`src/rtl/crc8_frame_appender_if.sv`:
```
// Byte-stream bundle around the CRC8 frame appender: source side, link side and crc8 core side.
// The slave modport is the appender's view; the master modport is the surrounding system's view.
interface crc8_frame_appender_if;
  logic [7:0] s_data_i;
  logic       s_valid_i;
  logic       s_last_i;
  logic       s_ready_o;
  logic [7:0] m_data_o;
  logic       m_valid_o;
  logic       m_last_o;
  logic       m_ready_i;
  logic [7:0] crc_data_o;
  logic       crc_valid_o;
  logic       crc_rst_o;
  logic [7:0] crc_i;
  logic       frame_err_o;

  modport slave (
    input  s_data_i, s_valid_i, s_last_i, m_ready_i, crc_i,
    output s_ready_o, m_data_o, m_valid_o, m_last_o,
           crc_data_o, crc_valid_o, crc_rst_o, frame_err_o
  );

  modport master (
    output s_data_i, s_valid_i, s_last_i, m_ready_i, crc_i,
    input  s_ready_o, m_data_o, m_valid_o, m_last_o,
           crc_data_o, crc_valid_o, crc_rst_o, frame_err_o
  );
endinterface

```
`src/rtl/crc8_frame_appender.sv`:
```
// Forwards payload bytes to the link and appends the crc8 core's result as a final byte.
// Optional macro CRC8_APPEND_INVERT_EN: appended byte is the core's CRC inverted.
module crc8_frame_appender #(
  parameter int MAX_FRAME_LEN = 256
) (
  input  logic clk_i,
  input  logic rst_ni,
  crc8_frame_appender_if.slave bus
);
  // state  | meaning
  // DATA   | forward payload bytes, feed the crc8 core
  // WAIT   | one bubble so the core absorbs the last payload byte
  // APPEND | emit the core's CRC as the last byte, then clear the core
  typedef enum logic [1:0] {DATA, WAIT, APPEND} state_t;

  localparam int LEN_W = $clog2(MAX_FRAME_LEN + 1);

  state_t           state;
  logic [LEN_W-1:0] len;
  logic [LEN_W-1:0] len_next;
  logic [7:0]       m_data;
  logic             m_valid;
  logic             m_last;
  logic             frame_err;
  logic [7:0]       crc_byte;
  logic             out_free;
  logic             ready;
  logic             take;
  logic             emit_crc;
  logic             len_full;

`ifdef CRC8_APPEND_INVERT_EN
  assign crc_byte = bus.crc_i ^ 8'hFF;
`else
  assign crc_byte = bus.crc_i;
`endif

  assign out_free = !m_valid | bus.m_ready_i;
  // Gated by rst_ni so a clear and a data strobe never reach the core together.
  assign ready    = rst_ni & (state == DATA) & out_free;
  assign take     = bus.s_valid_i & ready;
  assign emit_crc = rst_ni & (state == APPEND) & out_free;
  assign len_next = len + LEN_W'(1);
  assign len_full = (len_next == LEN_W'(MAX_FRAME_LEN));

  assign bus.s_ready_o   = ready;
  assign bus.m_data_o    = m_data;
  assign bus.m_valid_o   = m_valid;
  assign bus.m_last_o    = m_last;
  assign bus.crc_data_o  = bus.s_data_i;
  assign bus.crc_valid_o = take;
  assign bus.crc_rst_o   = !rst_ni | emit_crc;
  assign bus.frame_err_o = frame_err;

  always_ff @(posedge clk_i) begin
    if (!rst_ni) begin
      state     <= DATA;
      len       <= '0;
      m_data    <= 8'h00;
      m_valid   <= 1'b0;
      m_last    <= 1'b0;
      frame_err <= 1'b0;
    end else begin
      frame_err <= 1'b0;
      if (out_free) m_valid <= 1'b0;
      case (state)
        DATA: begin
          if (take) begin
            m_data  <= bus.s_data_i;
            m_valid <= 1'b1;
            m_last  <= 1'b0;
            len     <= len_next;
            if (bus.s_last_i || len_full) state <= WAIT;
            if (len_full && !bus.s_last_i) frame_err <= 1'b1;
          end
        end
        WAIT: state <= APPEND;
        APPEND: begin
          if (out_free) begin
            m_data  <= crc_byte;
            m_valid <= 1'b1;
            m_last  <= 1'b1;
            len     <= '0;
            state   <= DATA;
          end
        end
        default: state <= DATA;
      endcase
    end
  end
endmodule

```
`src/flat_wrapper.sv`:
```
// flat-port wrapper written by rule: the top's interface ports become plain ports
module crc8_frame_appender_flat 
#(
  parameter int MAX_FRAME_LEN = 256
)
  (clk_i, rst_ni, bus_s_data_i, bus_s_valid_i, bus_s_last_i, bus_m_ready_i, bus_crc_i, bus_s_ready_o, bus_m_data_o, bus_m_valid_o, bus_m_last_o, bus_crc_data_o, bus_crc_valid_o, bus_crc_rst_o, bus_frame_err_o);
  crc8_frame_appender_if bus_i ();
  input  logic clk_i;
  input  logic rst_ni;
  input wire logic [$bits(bus_i.s_data_i)-1:0] bus_s_data_i;
  input wire logic [$bits(bus_i.s_valid_i)-1:0] bus_s_valid_i;
  input wire logic [$bits(bus_i.s_last_i)-1:0] bus_s_last_i;
  input wire logic [$bits(bus_i.m_ready_i)-1:0] bus_m_ready_i;
  input wire logic [$bits(bus_i.crc_i)-1:0] bus_crc_i;
  output wire logic [$bits(bus_i.s_ready_o)-1:0] bus_s_ready_o;
  output wire logic [$bits(bus_i.m_data_o)-1:0] bus_m_data_o;
  output wire logic [$bits(bus_i.m_valid_o)-1:0] bus_m_valid_o;
  output wire logic [$bits(bus_i.m_last_o)-1:0] bus_m_last_o;
  output wire logic [$bits(bus_i.crc_data_o)-1:0] bus_crc_data_o;
  output wire logic [$bits(bus_i.crc_valid_o)-1:0] bus_crc_valid_o;
  output wire logic [$bits(bus_i.crc_rst_o)-1:0] bus_crc_rst_o;
  output wire logic [$bits(bus_i.frame_err_o)-1:0] bus_frame_err_o;
  assign bus_i.s_data_i = bus_s_data_i;
  assign bus_i.s_valid_i = bus_s_valid_i;
  assign bus_i.s_last_i = bus_s_last_i;
  assign bus_i.m_ready_i = bus_m_ready_i;
  assign bus_i.crc_i = bus_crc_i;
  assign bus_s_ready_o = bus_i.s_ready_o;
  assign bus_m_data_o = bus_i.m_data_o;
  assign bus_m_valid_o = bus_i.m_valid_o;
  assign bus_m_last_o = bus_i.m_last_o;
  assign bus_crc_data_o = bus_i.crc_data_o;
  assign bus_crc_valid_o = bus_i.crc_valid_o;
  assign bus_crc_rst_o = bus_i.crc_rst_o;
  assign bus_frame_err_o = bus_i.frame_err_o;
  crc8_frame_appender #(.MAX_FRAME_LEN(MAX_FRAME_LEN)) u_core (.clk_i(clk_i), .rst_ni(rst_ni), .bus(bus_i));
endmodule
```
`config.mk`:
```
export PLATFORM = sky130hd
export DESIGN_NAME = crc8_frame_appender_flat
export DESIGN_NICKNAME = d
export VERILOG_FILES = /design/src/rtl/crc8_frame_appender_if.sv /design/src/rtl/crc8_frame_appender.sv /design/src/flat_wrapper.sv
export SDC_FILE = /design/constraint.sdc
export NUM_CORES = 1
export LEC_CHECK = 0
export ABC_CLOCK_PERIOD_IN_PS = 1900
export CORE_MARGIN = 5
export CORE_UTILIZATION = 45
export DETAILED_ROUTE_END_ITERATION = 8
export GPL_TIMING_DRIVEN = 0
export PLACE_DENSITY = 0.83
export SLEW_MARGIN = 20
export SYNTH_ARGS = -nofsm -noshare
export SYNTH_HDL_FRONTEND = slang
export SYNTH_SLANG_ARGS = --single-unit
export TNS_END_PERCENT = 10
```
`constraint.sdc`:
```
create_clock -name clk_i -period 1.9 [get_ports clk_i]
set_input_delay 0.475 -clock clk_i [delete_from_list [all_inputs] [get_ports clk_i]]
set_output_delay 0.475 -clock clk_i [all_outputs]
set_load 0.02 [all_outputs]
```
### Yosys cells after proc, flatten, opt, wreduce, memory -nomap -nowiden

Index checks and enable logic that the tools add are counted.

* reductions and logical operators: 10
* equal/unequal tests: 6
* bitwise logic cells: 7
* add/subtract/negate cells: 1
* mux-type cells: 18

Operators with widths (number)
* $mux W9: 2
* $pmux W9 S2: 1
* $mux W8: 2
* $pmux W8 S2: 1
* $add A9 B1 Y9 const B: 1
* $eq A9 B9 Y1 const B: 1
* $reduce_and A3 Y1: 3
* $mux W1: 6
* $mux W2: 3
* $pmux W2 S3: 1
* $and A1 B1 Y1: 5
* $ne A2 B2 Y1 const B: 2
* $pmux W1 S2: 2
* $logic_not A1 Y1: 3
* $eq A2 B1 Y1 const B: 1
* $eq A2 B2 Y1 const B: 1
* $logic_not A2 Y1: 1
* $ne A2 B1 Y1 const B: 1
* $or A1 B1 Y1: 2
* $reduce_bool A2 Y1: 1
* $logic_and A1 B1 Y1: 1
* $logic_or A1 B1 Y1: 1

* logic and storage cells: 48
* bits of input ports: 21
* register bits after elaboration: 22

### Logic depth before layout (Yosys ltp)

Gate-level depths: netlist (run 1).

* depth after elaboration: 6
* gate-level depth with buffers: 6

### Worst setup path after synthesis (run 1)

Ideal clock, no wire load.

* kind: register -> output
* start point: register u_core.state[1]
* end point: output bus_crc_rst_o
* data arrival time: 1.094 ns
* buffers on the path: 2
* stages on the path, launching flop included: 6
* path slack: 0.331 ns
* data required time: 1.425 ns
* cell sequence: dfxtp_1 > nor2b_1 > buf_2 > buf_4 > nand2_1 > nand2_1

* word-level cells in the longest chain between the ends: 4

Ends and longest elaborated chain
* from (decl): line crc8_frame_appender.sv:18 `state_t state;`
* from (signal assigned): line crc8_frame_appender.sv:57 `state <= DATA;`
* from (signal assigned): line crc8_frame_appender.sv:73 `if (bus.s_last_i || len_full) state <= WAIT;`
* from (signal assigned): line crc8_frame_appender.sv:77 `WAIT: state <= APPEND;`
* $eq A2 B2 Y1: line crc8_frame_appender.sv:42 `assign emit_crc = rst_ni & (state == APPEND) & out_free;`
* $and A1 B1 Y1 (2 in series): line crc8_frame_appender.sv:42
* $or A1 B1 Y1: line crc8_frame_appender.sv:52 `assign bus.crc_rst_o = !rst_ni | emit_crc;`
* to (decl): line flat_wrapper.sv:21 `output wire logic [$bits(bus_i.crc_rst_o)-1:0] bus_crc_rst_o;`

No other way between the ends.

### Worst setup path after layout (run 1)

Same ends and word-level chain as after synthesis.

==> results of run 1 <==
[worst max-delay path by stage]
| stage | endpoint | slack, ns | cells after the start |
|---|---|---|---|
| 2_1_floorplan | bus_crc_rst_o | 0.33 | 5 |
| 4_1_cts | bus_crc_rst_o | -0.01 | 6 |
| 3_3_place_gp | bus_s_ready_o | -0.84 | 4 |
| 6_report | bus_crc_rst_o | 0.05 | 6 |
| 5_1_grt | bus_crc_rst_o | -0.005 | 6 |
| 3_5_place_dp | bus_crc_valid_o | -0.83 | 5 |
[power breakdown]
group | internal, W | switching, W
clock | 0.000117 | 0.000149
sequential | 0.000483 | 0.0000183
combinational | 0.000148 | 0.000126
[synthesized netlist by cell type (all sizes together), types with 3 or more instances]
library cell	number	area, µm²
nand2	14	52.55
or3	4	25.02
nor2	8	32.54
o21ai	7	35.03
a21boi	4	30.03
o211a	10	100.1
and3	3	23.77
nor2b	8	50.05
mux2i	8	80.08
buf	13	96.34
a21oi	4	23.77
dfxtp	22	440.4
nand3	5	30.03
nor3	5	30.03
[kinds of logic after synthesis]
family                   Yosys count  share of synthesized area [%]
adder cells (fa/ha/maj)            2                          2.002
AO/OA/AOI/OAI                     35                          21.52
AND/OR/NAND/NOR                   56                          25.23
multiplexers                       8                          6.407
flip-flops                        22                          35.24
XOR/XNOR                           1                         0.7008
buffers and inverters             17                          8.909
[final cells by class]
class | count | area, µm² | area share, %
sequential | 22 | 445.4 | 24.35
timing repair buffer | 47 | 440.4 | 24.08
tap | 31 | 38.79 | 2.120
buffer | 15 | 133.9 | 7.319
inverter | 2 | 7.507 | 0.4104
multi-input combinational | 102 | 726.9 | 39.74
clock buffer | 4 | 36.28 | 1.984
[layer usage]
metal	share of wire [%]	track usage, %
met1	43	18.42
met2	50	28.37
met3	6.1	4.137
met4	1.6	5.570
met5	0	0
[registers in the layout, indices dropped and copies added, names as in the netlist]
register,count
u_core.bus.m_data_o,8
u_core.bus.m_last_o,1
u_core.len,9
u_core.bus.frame_err_o,1
u_core.state,2
u_core.bus.m_valid_o,1
[cell usage in the layout, fill, tap and decap left out, types with 2 or more instances in the layout]
master / Yosys / final
nor2_2: 1 / 2
nor2b_1: 8 / 8
clkbuf_8: 0 / 2
nor2_1: 7 / 6
buf_6: 1 / 4
nand2_1: 14 / 12
o21ai_1: 3 / 3
nand3_1: 4 / 4
buf_4: 10 / 22
clkdlybuf4s50_1: 0 / 29
and2_1: 2 / 2
nor3_1: 4 / 4
a21boi_0: 3 / 3
and3_1: 2 / 2
dfxtp_1: 22 / 20
mux2i_1: 8 / 8
or3_1: 4 / 4
o31ai_1: 2 / 2
o21ai_0: 4 / 4
a21oi_1: 3 / 3
o211a_1: 10 / 10
clkbuf_4: 0 / 3
[worst min-delay path, cell delays in order (launching register included)]
cell	delay [ns]
dfxtp_1	0.34
nand2_1	0.05
a21boi_0	0.08
[what timing repair did]
item	in CTS	in global routing
setup buffers	1	4
resized for setup	40	7
pin swaps	1	1
setup endpoints to repair	11	6
[through the flow]
step,power (W),setup TNS (ns),utilization (%)
finish,0.001042,0,67.50
global route,0.001087,-0.005375,67.50
CTS,0.001046,-0.009586,65.93
detailed placement,0.0007699,-6.780,63.07
global placement,0.0007640,-6.340,63.07
floorplan,0.0006391,0,-
==> results.py, run 1 <==
metrics = {
    "clock_tree": {
        "cts_buffer_depth": 2,
        "clkLatencyLatePin_ns": 0.32,
        "cts_tree": "built",
        "cts_hold_buf": 0,
        "clkTransAtPathRegs_ns": 0.13,
        "cts_buffers": 3,
        "htreeDepth": 1,
        "clockRootBuffer": "clkbuf_4",
        "clock-sinks": 22,
    },
    "min_path": {
        "min_from": "u_core.bus.m_last_o$_SDFFE_PN0P_",
        "min_path_cells": 2,
        "min-delay-path-class": "register to register",
        "min_to": "u_core.bus.m_last_o$_SDFFE_PN0P_",
    },
    "synthesis": {
        "yosysWarnings": 0,
        "yosysSeqAreaShare_pct": 35.24,
        "synth_edf_count": 0,
        "ys_types": 44,
        "async_flop_share_pct": 0,
        "avgSynthCellArea_um2": 8.865,
        "netlist_instances": 141,
        "synthFlopType": "dfxtp_1",
        "synth-seq-cells": 22,
        "synth_area_um2": 1250,
        "synth_nets": 164,
    },
    "setup_path": {
        "ff2ff_path_depth": 6,
        "cpPeakStageDelay_ns": 0.40,
        "endpoint_kind": "primary output",
        "path_max_fanout": 10,
        "cp_slowest_cell": "dfxtp_4",
        "worst_setup_path_start_kind": "register",
        "r2r-end": "u_core.state[0]$_SDFFE_PN0P_",
        "ff2ff_setup_slack_ns": 0.20,
        "path_cells": "nor2b_1, buf_6, buf_12, nand2_4, nand2_2, buf_6",
        "cp_num_buf_inv": 3,
        "crit_path_frequent_cell": "buf_6",
        "r2r_start": "u_core.len[0]$_SDFFE_PN0P_",
        "worst_ep_arrival_time_ns": 1.38,
        "cp.required_ns": 1.42,
        "path_class": "register to primary output",
        "path_delay_family": "flip-flops",
        "critical_path.startpoint": "u_core.state[1]$_SDFFE_PN0P_",
    },
    "place": {
        "placed_cells": 214,
        "gp_congestion": 0.8022,
        "io_buffers": 42,
        "place_ws_ns": -0.8317,
        "dp_hpwl_um": 2369,
        "placed_area_um2": 1709,
    },
    "global_routing": {
        "grt_pass1_vias": 1216,
        "grt_antenna_before_repair": 0,
        "grt_pass1_wl_um": 5244,
        "grt_usage_pct": 16.03,
        "overflow": 0,
        "grt_max_degree": 13,
    },
    "route": {
        "wl_per_cell_um": 14.45,
        "first_pass_iters": 4,
        "dr_total_vias": 1230,
        "initialDrtViolationCount": 86,
        "drc": 0,
        "wirelength_um": 3222,
        "ant_nets": 0,
        "vias_per_cell": 5.516,
    },
    "floorplanning": {
        "die_area_um2": 3932,
        "pin_count": 43,
        "core_area_um2": 2710,
        "fp.dieW_um": 62.71,
        "initial_core_util_pct": 46.12,
        "die_h_um": 62.71,
        "core.rowCount": 19,
    },
    "sta": {
        "rsz0062_at_grt": "true",
        "tightestPinTransition_ns": 0.2771,
        "hold_viol_final": 0,
        "timing.slew.headroom_pct": 81.50,
        "finalCriticalPeriod_ns": 1.850,
        "finalCritPeriodShare_pct": 97.38,
        "setup_violations": 0,
        "maxSlewViolCount": 0,
        "max_freq_ghz": 0.5405,
        "layout_setup_ws_ns": 0.04987,
        "skew_ns": 0.009513,
        "holdWs_ns": 0.4946,
    },
    "power": {
        "power_density_nw_per_um2": 569.7,
        "leakagePower_nw": 0.7819,
        "peakVddDrop_mv": 0.4415,
    },
    "outcome": {
        "status": "completed",
    },
    "layout": {
        "final_cell_area_um2": 1829,
        "stdcell_count": 223,
        "fill_cells": 218,
        "layout-drive-gt1-share_pct": 25.52,
        "layout.nets": 216,
        "insertedDiodeCount": 0,
        "area_delta_synth_final_pct": 46.35,
    },
    "run": {
        "cap_violations": 0,
    },
}
Power figures use the tool's default switching activity.
==> run 2, diff against run 1 <==
- PLACE_DENSITY: 0.83 -> default
- PLACE_DENSITY_LB_ADDON: default -> 0.15
==> run 2 against run 1 <==
Net effect:
- utilization decreased by 0.88 points
- die area unchanged
- power increased by 8.3%
- non-clock buffer count decreased by 1
- clock power increased by 34%
- fmax decreased by 0.52%
- wire length decreased by 2.5%
- critical path depth decreased by 2
- combinational power decreased by 1%
- highest routed layer unchanged
- clock-buffer cell count decreased by 1
- final cell count decreased by 0.45%
==> results.py, run 2 (synthesized netlist as in run 1, its figures left out) <==
metrics = {
    "layout": {
        "layout.cells.most_common": "clkdlybuf4s50_1",
        "final_cell_mix": "clkdlybuf4s50_1, buf_4, dfxtp_1, nand2_1, o211a_1",
        "fill_cells": 231,
        "layout.nets": 215,
        "top_register": "u_core.len",
        "regArea_um2": 442.9,
        "final_util_pct": 66.62,
        "multi_input_area_um2": 716.9,
        "stdcell_count": 222,
        "layout-drive-gt1-share_pct": 23.56,
        "largest_reg_flops": 9,
        "insertedDiodeCount": 0,
        "area_delta_synth_final_pct": 44.44,
    },
    "power": {
        "power_density_nw_per_um2": 625.1,
        "peakVddDrop_mv": 0.8982,
        "power_w": 0.001129,
        "leakagePower_nw": 0.7796,
    },
    "route": {
        "wl_per_cell_um": 14.15,
        "initialDrtViolationCount": 52,
        "ant_nets": 0,
        "vias_per_cell": 5.302,
        "first_pass_iters": 4,
        "dr_total_vias": 1177,
        "drc": 0,
        "wirelength_um": 3141,
    },
    "sta": {
        "tightestPinTransition_ns": 0.2850,
        "timing.slew.headroom_pct": 80.96,
        "hold_viol_final": 0,
        "timing.setup.tns_ns": 0,
        "max_freq_ghz": 0.5377,
        "maxSlewViolCount": 0,
        "finalCritPeriodShare_pct": 97.88,
        "finalCriticalPeriod_ns": 1.860,
        "skew_ns": 0.0004341,
        "setup_violations": 0,
    },
    "floorplanning": {
        "die_area_um2": 3932,
        "core.rowCount": 19,
        "fp.dieW_um": 62.71,
        "die_h_um": 62.71,
        "pin_count": 43,
        "core_area_um2": 2710,
        "initial_core_util_pct": 46.12,
    },
    "setup_path": {
        "path_cells": "clkdlybuf4s50_1, nand4_4, inv_2, buf_6",
        "path_delay_family": "buffers and inverters",
        "endpoint_kind": "primary output",
        "cpPeakStageDelay_ns": 0.53,
        "ff2ff_setup_slack_ns": 0.17,
        "cp_slowest_cell": "clkdlybuf4s50_1",
        "cp.required_ns": 1.42,
        "worst_ep_arrival_time_ns": 1.38,
        "cp_num_buf_inv": 3,
        "r2r_start": "u_core.len[1]$_SDFFE_PN0P_",
        "ff2ff_path_depth": 6,
        "path_class": "input pin to primary output",
        "r2r-end": "u_core.state[0]$_SDFFE_PN0P_",
        "worst_setup_path_start_kind": "input pin",
        "path_max_fanout": 4,
    },
    "clock_tree": {
        "cts_buffers": 3,
        "cts_hold_buf": 0,
        "htreeDepth": 1,
        "cts_tree": "built",
        "clockRootBuffer": "clkbuf_4",
        "cts_buffer_depth": 2,
        "clkLatencyLatePin_ns": 0.31,
        "clkTransAtPathRegs_ns": 0.12,
        "clock-sinks": 22,
    },
    "min_path": {
        "min_to": "u_core.bus.m_last_o$_SDFFE_PN0P_",
        "min_path_cells": 2,
        "min-delay-path-class": "register to register",
        "min_from": "u_core.bus.m_last_o$_SDFFE_PN0P_",
    },
    "global_routing": {
        "grt_max_degree": 20,
        "grt_pass1_wl_um": 5230,
        "grt_pass1_vias": 1163,
        "overflow": 0,
        "grt_antenna_before_repair": 0,
        "grt_usage_pct": 16.10,
    },
    "place": {
        "gp_congestion": 0.8472,
        "io_buffers": 42,
        "placed_cells": 214,
        "dp_hpwl_um": 2341,
    },
    "outcome": {
        "status": "completed",
    },
    "run": {
        "cap_violations": 0,
    },
}
## run 2: per-layer routing
metal	vias to the layer above	global-route usage, %	part of all wire, %	wire length, µm
met2	31	28.63	49	1538
met3	2	6.115	6.6	207
li1	600	-	-	-
met1	544	17.87	44	1374
met5	-	0	0	0
met4	0	3.979	0.64	20
## run 2: worst reg2reg max path: cells and delay by family (launching register included)
family,cells,cell delay [ns]
flip-flops,1,0.45
adder cells (fa/ha/maj),1,0.29
AO/OA/AOI/OAI,2,0.45
AND/OR/NAND/NOR,3,0.48
## run 2: worst max-delay path by stage
stage	from	to	slack, ns	cells after the start
final	bus_s_valid_i	bus_crc_valid_o	0.04	4
after CTS	bus_s_valid_i	bus_crc_valid_o	-0.02	4
after global placement	rst_ni	bus_s_ready_o	-0.83	4
after floorplan	u_core.state[1]$_SDFFE_PN0P_	bus_crc_rst_o	0.33	5
after global routing	bus_s_valid_i	bus_crc_valid_o	-0.004	4
after detailed placement	rst_ni	bus_s_ready_o	-0.89	4
## run 2: through the flow
step	instance area, µm²	setup WS (ns)	hold WS [ns]
5_1_grt	1805	-0.003543	0.5269
3_3_place_gp	1709	-0.8339	0.4527
2_1_floorplan	1250	0.3306	0.4832
3_5_place_dp	1709	-0.8858	0.4676
4_1_cts	1764	-0.02386	0.4840
6_report	1805	0.04019	0.4775
## run 2: power breakdown
group,switching (W),internal (W)
combinational,0.000126,0.000144
clock,0.000144,0.000213
sequential,0.0000170,0.000484
## run 2: cell type report
cell class / count / share of cell area [%]
sequential: 22 / 24.53
buffer: 14 / 6.584
clock inverter: 1 / 1.663
timing repair buffer: 47 / 23.70
clock buffer: 3 / 1.247
multi-input combinational: 102 / 39.71
inverter: 2 / 0.4158
tap: 31 / 2.148
## run 2: timing repair
item	in CTS	in global routing
pin swaps	0	1
buffers inserted	1	4
resized for setup	34	7
endpoints found under the setup margin	11	8
==> run 3, diff against run 2 <==
- CELL_PAD_IN_SITES_DETAIL_PLACEMENT: default -> 2
- CELL_PAD_IN_SITES_GLOBAL_PLACEMENT: default -> 2
- CORE_UTILIZATION: 45 -> 25
- RECOVER_POWER: default -> 50
==> run 3 against run 2 <==
Net effect:
- combinational power increased by 3%
- final cell count grew 17%
- first-iteration DRC count fell by 21%
- clock skew grew 0.0079 ns
- non-clock buffer count grew 2
- wire length up 39%
- global-route usage decreased by 1.7 points
- clock power increased by 27%
==> results.py, run 3 (synthesized netlist as in run 1, its figures left out) <==
metrics = {
    "sta": {
        "setup_violations": 0,
        "finalCritPeriodShare_pct": 96.90,
        "timing.setup.tns_ns": 0,
        "max_freq_ghz": 0.5431,
        "finalCriticalPeriod_ns": 1.841,
        "maxSlewViolCount": 0,
        "timing.slew.headroom_pct": 75.84,
        "hold_viol_final": 0,
        "skew_ns": 0.008355,
        "tightestPinTransition_ns": 0.3616,
    },
    "setup_path": {
        "path_max_fanout": 10,
        "cp.required_ns": 1.42,
        "ff2ff_setup_slack_ns": 0.17,
        "worst_ep_arrival_time_ns": 1.37,
        "ff2ff_path_depth": 6,
        "endpoint_kind": "primary output",
        "worst_setup_path_start_kind": "register",
        "path_class": "register to primary output",
    },
    "layout": {
        "top_register": "u_core.len",
        "final_cell_mix": "buf_4, clkdlybuf4s50_1, dfxtp_1, nand2_1, o211a_1",
        "largest_reg_flops": 9,
        "layout.nets": 217,
        "insertedDiodeCount": 0,
        "layout.cells.most_common": "buf_4",
        "area_delta_synth_final_pct": 53.05,
        "layout-drive-gt1-share_pct": 25.91,
        "final_util_pct": 39.97,
    },
    "global_routing": {
        "grt_pass1_wl_um": 7231,
        "grt_usage_pct": 14.44,
        "overflow": 0,
        "grt_max_degree": 14,
        "grt_pass1_vias": 1435,
        "grt_antenna_before_repair": 0,
    },
    "power": {
        "power_frac_clock_pct": 36.8,
        "p_seq_share_pct": 40.8,
        "p_int_w": 0.0009091,
        "peakVddDrop_mv": 0.2817,
        "p_switching_w": 0.0003250,
        "power_w": 0.001234,
        "power_density_nw_per_um2": 645.1,
        "leakagePower_nw": 0.8066,
        "p_sw_share_pct": 26.34,
        "p_comb_share_pct": 22.4,
    },
    "floorplanning": {
        "die_area_um2": 6514,
        "core.rowCount": 25,
        "pin_count": 43,
        "core_area_um2": 4786,
        "fp.dieW_um": 80.71,
        "initial_core_util_pct": 26.12,
        "die_h_um": 80.71,
    },
    "route": {
        "ant_nets": 0,
        "wl_per_cell_um": 16.78,
        "first_pass_iters": 3,
        "vias_per_cell": 4.842,
        "drc": 0,
        "wirelength_um": 4364,
        "dr_total_vias": 1259,
        "initialDrtViolationCount": 41,
    },
    "place": {
        "dp_hpwl_um": 3166,
        "io_buffers": 42,
        "gp_congestion": 0.7481,
    },
    "clock_tree": {
        "clkLatencyLatePin_ns": 0.27,
        "clockRootBuffer": "clkbuf_8",
        "cts_buffer_depth": 2,
        "cts_buffers": 3,
        "clock-sinks": 22,
        "cts_tree": "built",
        "clkTransAtPathRegs_ns": 0.09,
        "htreeDepth": 1,
    },
    "outcome": {
        "status": "completed",
    },
    "min_path": {
        "min-delay-path-class": "register to register",
        "min_path_cells": 2,
    },
    "run": {
        "cap_violations": 0,
    },
}
==> run 3: area by class of cell <==
cell class                 count  area (µm²)
buffer                        15       138.9
timing repair buffer          48       431.7
clock buffer                   3       41.29
multi-input combinational    102       729.5
fill                         533        2873
sequential                    22       447.9
tap                           67       83.83
clock inverter                 1       30.03
inverter                       2       10.01
==> run 3: path summary, 6_finish.rpt <==
kind                                     from                                to
max              u_core.state[1]$_SDFFE_PN0P_                     bus_crc_rst_o
min          u_core.bus.m_last_o$_SDFFE_PN0P_  u_core.bus.m_last_o$_SDFFE_PN0P_
max reg2reg        u_core.len[0]$_SDFFE_PN0P_      u_core.state[0]$_SDFFE_PN0P_
min reg2reg  u_core.bus.m_last_o$_SDFFE_PN0P_  u_core.bus.m_last_o$_SDFFE_PN0P_
==> run 3: power by group through the flow <==
stage          sequential (W)  combinational, W  clock, W
2_1_floorplan        0.000531          0.000108         0
3_3_place_gp         0.000510          0.000263         0
3_5_place_dp         0.000512          0.000269         0
4_1_cts              0.000502          0.000283  0.000475
5_1_grt              0.000507          0.000299  0.000490
6_report             0.000503          0.000277  0.000454
==> run 3: repair_timing <==
action,in CTS,in global routing
buffers inserted,3,3
resized for setup,44,9
endpoints found under the setup margin,21,8
hold buffers,0,0
==> run 3: stage by stage <==
stage | setup WS (ns) | hold slack, ns | instances | area (µm²)
CTS | -0.01852 | 0.4801 | 257 | 1888
floorplan | 0.3306 | 0.4832 | 141 | 1250
global route | -0.009352 | 0.5291 | 260 | 1913
global placement | -0.9224 | 0.4555 | 250 | 1754
detailed placement | -0.9222 | 0.4662 | 250 | 1754
finish | 0.05881 | 0.4712 | 260 | 1913
==> run 3: critical path, stage by stage (launching register included) <==
cell and delay, ns:
dfxtp_4 0.38, nor2b_4 0.14, buf_6 0.13, buf_12 0.14, nand2_1 0.08, nand2_1 0.10
buf_6 0.12
==> run 3: routing by layer <==
metal | up-vias | part of all wire [%] | GRT usage [%]
li1 | 610 | - | -
met1 | 613 | 43 | 15.97
met2 | 30 | 51 | 26.90
met3 | 6 | 4.6 | 3.587
met4 | 0 | 1.6 | 4.392
met5 | - | 0 | 0
